--- src/rtl/mem_stage_pkg.sv ---
// -----------------------------------------------------------------------------
// mem_stage_pkg
// Shared definitions for the MEM pipeline stage: bus widths, load/store size
// codes, load FSM state encoding, the EXE->MEM and MEM->WB bus layouts
// (declared MSB first) and the address-alignment helper.
// -----------------------------------------------------------------------------
package mem_stage_pkg;

    localparam int EXE_MEM_BUS_W = 159;
    localparam int MEM_WB_BUS_W  = 124;

    localparam logic [1:0] LS_BYTE = 2'b00;
    localparam logic [1:0] LS_HALF = 2'b01;
    localparam logic [1:0] LS_WORD = 2'b10;

    typedef enum logic [1:0] {
        ST_IDLE = 2'b00,
        ST_WAIT = 2'b01,
        ST_HOLD = 2'b10
    } mem_state_e;

    typedef struct packed {
        logic        inst_load;
        logic        inst_store;
        logic [1:0]  ls_size;
        logic        load_sign;
        logic [31:0] store_data;
        logic [31:0] exe_result;
        logic [31:0] lo_result;
        logic        hi_write;
        logic        lo_write;
        logic        wen;
        logic [4:0]  wdest;
        logic        mfhi;
        logic        mflo;
        logic        mtc0;
        logic        mfc0;
        logic [7:0]  cp0r_addr;
        logic        syscall;
        logic        eret;
        logic        brk;
        logic        fetch_error;
        logic        inst_reserved;
        logic        overflow;
        logic [31:0] pc;
    } exe_mem_bus_t;

    typedef struct packed {
        logic        wen;
        logic [4:0]  wdest;
        logic [31:0] mem_result;
        logic [31:0] lo_result;
        logic        hi_write;
        logic        lo_write;
        logic        mfhi;
        logic        mflo;
        logic        mtc0;
        logic        mfc0;
        logic [7:0]  cp0r_addr;
        logic        syscall;
        logic        eret;
        logic        brk;
        logic        fetch_error;
        logic        inst_reserved;
        logic        raddr_error;
        logic        waddr_error;
        logic        overflow;
        logic [31:0] pc;
    } mem_wb_bus_t;

    // Word accesses need addr[1:0]==0, halfword accesses need addr[0]==0.
    function automatic logic is_misaligned(input logic [1:0] ls_size,
                                           input logic [1:0] addr_lo);
        return ((ls_size == LS_WORD) && (addr_lo != 2'b00)) ||
               ((ls_size == LS_HALF) && addr_lo[0]);
    endfunction

endpackage

--- src/rtl/mem_stage_load_align.sv ---
// -----------------------------------------------------------------------------
// mem_stage_load_align
// Combinational load-data extraction: selects the byte/halfword lane named by
// the low address bits and sign- or zero-extends it; words pass through.
// Ports:
//   rdata_i     raw 32-bit word from RAM (or the hold buffer)
//   addr_lo_i   address bits [1:0]
//   ls_size_i   access size code
//   load_sign_i 1 = sign-extend, 0 = zero-extend
//   result_o    aligned, extended load value
// -----------------------------------------------------------------------------
module mem_stage_load_align
    import mem_stage_pkg::*;
(
    input  logic [31:0] rdata_i,
    input  logic [1:0]  addr_lo_i,
    input  logic [1:0]  ls_size_i,
    input  logic        load_sign_i,
    output logic [31:0] result_o
);

    logic [7:0]  lane_byte_s;
    logic [15:0] lane_half_s;

    // Lane selection and extension
    always_comb begin
        lane_byte_s = 8'h00;
        lane_half_s = 16'h0000;
        result_o    = rdata_i;
        case (addr_lo_i)
            2'b00:   lane_byte_s = rdata_i[7:0];
            2'b01:   lane_byte_s = rdata_i[15:8];
            2'b10:   lane_byte_s = rdata_i[23:16];
            2'b11:   lane_byte_s = rdata_i[31:24];
            default: lane_byte_s = rdata_i[7:0];
        endcase
        if (addr_lo_i[1]) begin
            lane_half_s = rdata_i[31:16];
        end else begin
            lane_half_s = rdata_i[15:0];
        end
        case (ls_size_i)
            LS_BYTE: result_o = {{24{load_sign_i & lane_byte_s[7]}}, lane_byte_s};
            LS_HALF: result_o = {{16{load_sign_i & lane_half_s[15]}}, lane_half_s};
            LS_WORD: result_o = rdata_i;
            default: result_o = rdata_i;
        endcase
    end

endmodule

--- src/rtl/mem_stage.sv ---
// -----------------------------------------------------------------------------
// mem_stage
// MEM pipeline stage: issues data-RAM accesses, detects misaligned accesses,
// waits for synchronous load data (holding it across WB stalls) and builds the
// MEM->WB bus.
// Ports:
//   clk, resetn        clock, asynchronous active-low reset
//   MEM_valid          stage holds a valid instruction
//   EXE_MEM_bus_r      instruction bus from EXE (159 bits)
//   WB_allow_in        WB accepts a new instruction this cycle
//   cancel             flush from WB, kills the in-flight instruction
//   dm_rdata           RAM read data, one cycle after the address
//   dm_addr/wen/wdata  RAM address, byte write enables, write data
//   MEM_over           stage done, bus contents final
//   MEM_WB_bus         instruction bus to WB (124 bits)
//   MEM_wdest          destination register for hazard detection
//   MEM_pc             pc of the instruction in MEM
// -----------------------------------------------------------------------------
module mem_stage
    import mem_stage_pkg::*;
(
    input  logic                     clk,
    input  logic                     resetn,
    input  logic                     MEM_valid,
    input  logic [EXE_MEM_BUS_W-1:0] EXE_MEM_bus_r,
    input  logic                     WB_allow_in,
    input  logic                     cancel,
    input  logic [31:0]              dm_rdata,
    output logic [31:0]              dm_addr,
    output logic [3:0]               dm_wen,
    output logic [31:0]              dm_wdata,
    output logic                     MEM_over,
    output logic [MEM_WB_BUS_W-1:0]  MEM_WB_bus,
    output logic [4:0]               MEM_wdest,
    output logic [31:0]              MEM_pc
);

    exe_mem_bus_t ex_s;
    mem_wb_bus_t  wb_s;

    logic        misaligned_s;
    logic        raddr_error_s;
    logic        waddr_error_s;
    logic        exc_kill_s;
    logic        load_start_s;
    logic        store_fire_s;
    logic [3:0]  lane_wen_s;
    logic        mem_over_s;
    logic [31:0] load_raw_s;
    logic [31:0] load_data_s;

    mem_state_e  state_q;
    mem_state_e  state_d;
    logic [31:0] load_buf_q;
    logic [31:0] load_buf_d;

    assign ex_s = EXE_MEM_bus_r;

    assign misaligned_s  = is_misaligned(ex_s.ls_size, ex_s.exe_result[1:0]);
    assign raddr_error_s = ex_s.inst_load  & misaligned_s;
    assign waddr_error_s = ex_s.inst_store & misaligned_s;
    assign exc_kill_s    = ex_s.fetch_error | ex_s.inst_reserved | ex_s.overflow |
                           raddr_error_s | waddr_error_s |
                           ex_s.syscall | ex_s.eret | ex_s.brk;

    // Only a clean, uncancelled load needs the RAM round trip; everything
    // else completes in the cycle it arrives.
    assign load_start_s = MEM_valid & ex_s.inst_load  & ~exc_kill_s & ~cancel;
    assign store_fire_s = MEM_valid & ex_s.inst_store & ~exc_kill_s & ~cancel;

    // Store byte enables and lane-replicated write data
    always_comb begin
        lane_wen_s = 4'b0000;
        dm_wdata   = ex_s.store_data;
        case (ex_s.ls_size)
            LS_BYTE: begin
                lane_wen_s = 4'b0001 << ex_s.exe_result[1:0];
                dm_wdata   = {4{ex_s.store_data[7:0]}};
            end
            LS_HALF: begin
                lane_wen_s = ex_s.exe_result[1] ? 4'b1100 : 4'b0011;
                dm_wdata   = {2{ex_s.store_data[15:0]}};
            end
            LS_WORD: begin
                lane_wen_s = 4'b1111;
                dm_wdata   = ex_s.store_data;
            end
            default: begin
                lane_wen_s = 4'b0000;
                dm_wdata   = ex_s.store_data;
            end
        endcase
        if (store_fire_s) begin
            dm_wen = lane_wen_s;
        end else begin
            dm_wen = 4'b0000;
        end
    end

    // Load FSM next state, hold-buffer capture and stage-done flag
    always_comb begin
        state_d    = state_q;
        load_buf_d = load_buf_q;
        mem_over_s = MEM_valid;
        load_raw_s = dm_rdata;
        case (state_q)
            ST_IDLE: begin
                if (load_start_s) begin
                    state_d    = ST_WAIT;
                    mem_over_s = 1'b0;
                end else begin
                    state_d    = ST_IDLE;
                    mem_over_s = MEM_valid;
                end
            end
            ST_WAIT: begin
                mem_over_s = MEM_valid;
                load_raw_s = dm_rdata;
                if (cancel || WB_allow_in) begin
                    state_d = ST_IDLE;
                end else begin
                    // RAM output is only guaranteed this cycle; keep a copy
                    // for the stall.
                    load_buf_d = dm_rdata;
                    state_d    = ST_HOLD;
                end
            end
            ST_HOLD: begin
                mem_over_s = MEM_valid;
                load_raw_s = load_buf_q;
                if (cancel || WB_allow_in) begin
                    state_d = ST_IDLE;
                end else begin
                    state_d = ST_HOLD;
                end
            end
            default: begin
                state_d    = ST_IDLE;
                mem_over_s = MEM_valid;
                load_raw_s = dm_rdata;
            end
        endcase
    end

    // Load FSM state and hold buffer
    always_ff @(posedge clk or negedge resetn) begin
        if (!resetn) begin
            state_q    <= ST_IDLE;
            load_buf_q <= 32'h0000_0000;
        end else begin
            state_q    <= state_d;
            load_buf_q <= load_buf_d;
        end
    end

    mem_stage_load_align u_load_align (
        .rdata_i     (load_raw_s),
        .addr_lo_i   (ex_s.exe_result[1:0]),
        .ls_size_i   (ex_s.ls_size),
        .load_sign_i (ex_s.load_sign),
        .result_o    (load_data_s)
    );

    // MEM->WB bus assembly
    always_comb begin
        wb_s               = '0;
        wb_s.wen           = ex_s.wen & ~raddr_error_s;
        wb_s.wdest         = ex_s.wdest;
        if (ex_s.inst_load && !raddr_error_s) begin
            wb_s.mem_result = load_data_s;
        end else begin
            wb_s.mem_result = ex_s.exe_result;
        end
        wb_s.lo_result     = ex_s.lo_result;
        wb_s.hi_write      = ex_s.hi_write;
        wb_s.lo_write      = ex_s.lo_write;
        wb_s.mfhi          = ex_s.mfhi;
        wb_s.mflo          = ex_s.mflo;
        wb_s.mtc0          = ex_s.mtc0;
        wb_s.mfc0          = ex_s.mfc0;
        wb_s.cp0r_addr     = ex_s.cp0r_addr;
        wb_s.syscall       = ex_s.syscall;
        wb_s.eret          = ex_s.eret;
        wb_s.brk           = ex_s.brk;
        wb_s.fetch_error   = ex_s.fetch_error;
        wb_s.inst_reserved = ex_s.inst_reserved;
        wb_s.raddr_error   = raddr_error_s;
        wb_s.waddr_error   = waddr_error_s;
        wb_s.overflow      = ex_s.overflow;
        wb_s.pc            = ex_s.pc;
    end

    assign dm_addr    = ex_s.exe_result;
    assign MEM_over   = mem_over_s;
    assign MEM_WB_bus = wb_s;
    assign MEM_wdest  = ex_s.wdest & {5{MEM_valid}};
    assign MEM_pc     = ex_s.pc;

endmodule

--- config.mk ---
export PLATFORM = sky130hd
export DESIGN_NAME = mem_stage
export DESIGN_NICKNAME = d
export VERILOG_FILES = /design/src/rtl/mem_stage_pkg.sv /design/src/rtl/mem_stage_load_align.sv /design/src/rtl/mem_stage.sv
export SDC_FILE = /design/constraint.sdc
export NUM_CORES = 1
export LEC_CHECK = 0
export ABC_AREA = 1
export CORE_AREA = 2 2 166 168
export CTS_CLUSTER_DIAMETER = 150
export DETAILED_ROUTE_END_ITERATION = 7
export DIE_AREA = 0 0 168 170
export GPL_TIMING_DRIVEN = 0
export SLEW_MARGIN = 15
export SYNTH_ARGS = -nofsm -noshare
export SYNTH_HDL_FRONTEND = slang
export SYNTH_SLANG_ARGS = --single-unit
--- constraint.sdc ---
create_clock -name clk -period 2.4 [get_ports clk]
set_clock_uncertainty 0.15 [all_clocks]
set_input_delay 0.6 -clock clk [delete_from_list [all_inputs] [get_ports clk]]
set_output_delay 0.6 -clock clk [all_outputs]
set_load 0.01 [all_outputs]
==> flow_metrics.tcl <==
set metrics [dict create \
    worst-path-max-fanout 7 \
    grt_pass1_vias 5677 \
    cts_hold_buf 0 \
    timing.fmax_mhz 350.6 \
    max_cap_viol_count 0 \
    p_sw_share_pct 32.07 \
    slowest_stage "dfrtp_1" \
    relSlewSlack_pct 66.94 \
    drtPass1Iterations 4 \
    synthMostInstantiatedCell "nand2_1" \
    ys_ff_latch 34 \
    finalSetupViolations 37 \
    dpl.cell_count 1466 \
    hold_violations 0 \
    final_cell_area_sq_um 9928 \
    cts_made_buffers 5 \
    cp_common_cell "nand2_4" \
    finalCritPeriodShare_pct 118.8 \
    overflow 0 \
    ir_drop_uv 223.1 \
    synth_top_area_share_pct 26.44 \
    worstSetupEndpointType "output pin" \
    max_slew.worst_pin.slew_ns 0.4940 \
    synthFlopType "dfrtp_1" \
    synth_area_leader_cell "buf_4" \
    register_area_sq_um 850.8 \
    cts_tree "yes" \
    startpoint_type "register" \
    outcome "finished with violations" \
    synth-simple-area-share_pct 28.94 \
    synthMuxAreaShare_pct 2.419 \
    syn_area_sq_um 4656 \
    num-fill-cells 2799 \
    via_count 5919 \
    ant_nets 0 \
    drt_wl_total_mm 22.30 \
    coreArea_sq_um 26650 \
    yosys-top-cells-count "nand2_1, buf_4, inv_1" \
    yosysSeqAreaShare_pct 18.27 \
    reg2reg_setup_slack_ns 0.29 \
    hpwl_mm 18.76 \
    ctsRootBufferMaster "clkbuf_16" \
    fin_nets 1374 \
    clk_pin_slew_ns 0.06 \
    yosysWarnings 0 \
    synth_top_family_by_area "buffers and inverters" \
    drt_iter0_markers 187 \
    pin_count 426 \
    area_growth_pct 113.2 \
    synth.avg_cell_area_sq_um 5.984 \
    p_int_mw 1.967 \
    power_switching_mw 0.9289 \
    dieArea_sq_um 28560 \
    path_class "register to output pin" \
    synthArstFlopShare_pct 100.0 \
    clockBufferDepth 2 \
    synthTopCellsByArea "buf_4, nand2_1, dfrtp_1" \
    synth_compound_gate_area_share_pct 11.88 \
    finalCriticalPeriod_ns 2.852 \
    grt_max_degree 26 \
    drive_above_1_share_pct 36.60 \
    insertion_delay_ns 0.27 \
    drt_drc_violations_left 0 \
    cts.sinks 34 \
    crit_chain "ha_4 -> buf_12 -> nand2_4 -> nand2_1 -> o21ai_2 -> nand2_4 -> nand3_4 -> buf_8 -> nand2_4 -> nand2_4 -> nand2_2 -> buf_6" \
    synth_fa_ha_area_share_pct 1.075 \
    combPwrFrac_pct 54.8 \
    stdcell_count 1517 \
    critical_path_required_ns 1.65 \
    io_buffers 346 \
    synth_edf_count 0 \
    p_seq_share_pct 20.2 \
    antenna_found_initial 1 \
    p_leak_nw 5.123 \
    critPathMaxStageDelay_ns 0.41 \
    worst_slack_ns -0.4520 \
    slew_viol_final 0 \
    rsz0062_at_grt "yes" \
    synthXorXnorAreaFrac_pct 0 \
    placed_cell_area_sq_um 8607 \
    fp.dieH_microns 170 \
    rows 60 \
    initial_utilization_pct 17.47 \
    vias_per_cell 3.902 \
    power_density_nw_per_um2 291.7 \
    gp_congestion 0.8483 \
    avgRoutedWirePerCell_microns 14.70 \
    grt_pass1_wl_mm 32.68 \
    p_clk_share_pct 25.0 \
    syn-num-nets 978 \
    grt_usage_pct 14.74 \
    cts_htree_levels 2 \
    syn_inst 778 \
    ys_types 29 \
    crit_arrival_ns 2.10 \
    violations "negative setup slack" \
    fp.dieW_microns 168 \
    hold_slack_ns 0.05044 \
    multi_input_area_sq_um 2763 \
    hp-class "primary input to asynchronous set/reset pin" \
]
final cells by class:
cell class | instances | share of cell area [%]
clock inverters | 3 | 0.4033
multi-input cells | 449 | 27.83
plain buffers | 190 | 15.25
clock buffers | 5 | 1.260
inverters | 105 | 4.121
repair buffers | 389 | 38.25
diodes | 1 | 0.02520
well taps | 341 | 4.297
flip-flops and latches | 34 | 8.570
worst max-delay path, delay by kind of cell (launching register included):
family	cells	cell delay (ns)
buffers and inverters	3	0.46
adder cells (fa/ha/maj)	1	0.21
AND/OR/NAND/NOR	7	0.56
flip-flops	1	0.41
AO/OA/AOI/OAI	1	0.19
routing by layer:
metal / share of wire, % / wire, microns / vias to the layer above / global-route usage [%]
li1: - / - / 3009 / -
met1: 40 / 8926 / 2660 / 17.91
met2: 52 / 11580 / 226 / 27.22
met3: 6.3 / 1396 / 22 / 2.535
met4: 1.7 / 382 / 2 / 3.062
met5: 0.058 / 13 / - / 0
sequential cells by signal (all words and copies together) (netlist names):
name	count
load_buf_q	32
state_q	2
stage by stage:
| step | setup WS, ns | power, mW | TNS (ns) | util, % |
|---|---|---|---|---|
| floorplan | -0.009323 | 1.220 | -0.02209 | - |
| detailed placement | -1.518 | 2.057 | -85.41 | 32.30 |
| CTS | -0.4579 | 2.874 | -13.67 | 36.56 |
| finish | -0.4520 | 2.896 | -14.06 | 37.25 |
| global placement | -1.538 | 2.048 | -94.13 | 32.24 |
| global route | -0.6120 | 3.063 | -18.77 | 37.24 |
what timing repair did:
item,in CTS,in global routing
pin swaps,43,23
resized for setup,496,72
buffers inserted,34,4
gates cloned,4,0
endpoints found under the setup margin,120,43
power groups by stage:
stage | Clock (mW) | Combinational (mW) | Sequential (mW)
after floorplan | 0 | 0.627 | 0.592
after global placement | 0 | 1.46 | 0.593
after detailed placement | 0 | 1.46 | 0.593
after CTS | 0.736 | 1.55 | 0.584
after global routing | 0.767 | 1.71 | 0.584
final | 0.724 | 1.59 | 0.584
worst paths after layout:
check | startpoint | endpoint | cells past startpoint
worst max-delay path | state_q[1] | MEM_WB_bus[101] | 12
worst min-delay path | resetn | load_buf_q[26] | 1
worst max register to register | state_q[0] | load_buf_q[23] | 6
worst min register to register | load_buf_q[3] | load_buf_q[3] | 2
max in group asynchronous | resetn | load_buf_q[9] | 2
min in group clk | load_buf_q[3] | load_buf_q[3] | 2
cells in the final DEF, fill, tap and decap left out, types with 19 or more instances in the layout:
cell             instances
a21oi_1                 19
buf_4                  193
buf_6                   42
clkdlybuf4s50_1        216
dfrtp_1                 34
dlygate4sd2_1           79
inv_1                   76
inv_2                   25
nand2_1                201
nand2_2                 31
nand3_4                 22
nor2_1                  38
o21ai_0                 39
cells by family after synthesis:
kind of cell	after synthesis
adder cells (fa/ha/maj)	4
buffers and inverters	295
AND/OR/NAND/NOR	336
multiplexers	10
AO/OA/AOI/OAI	99
flip-flops	34
Power figures use the tool's default switching activity.
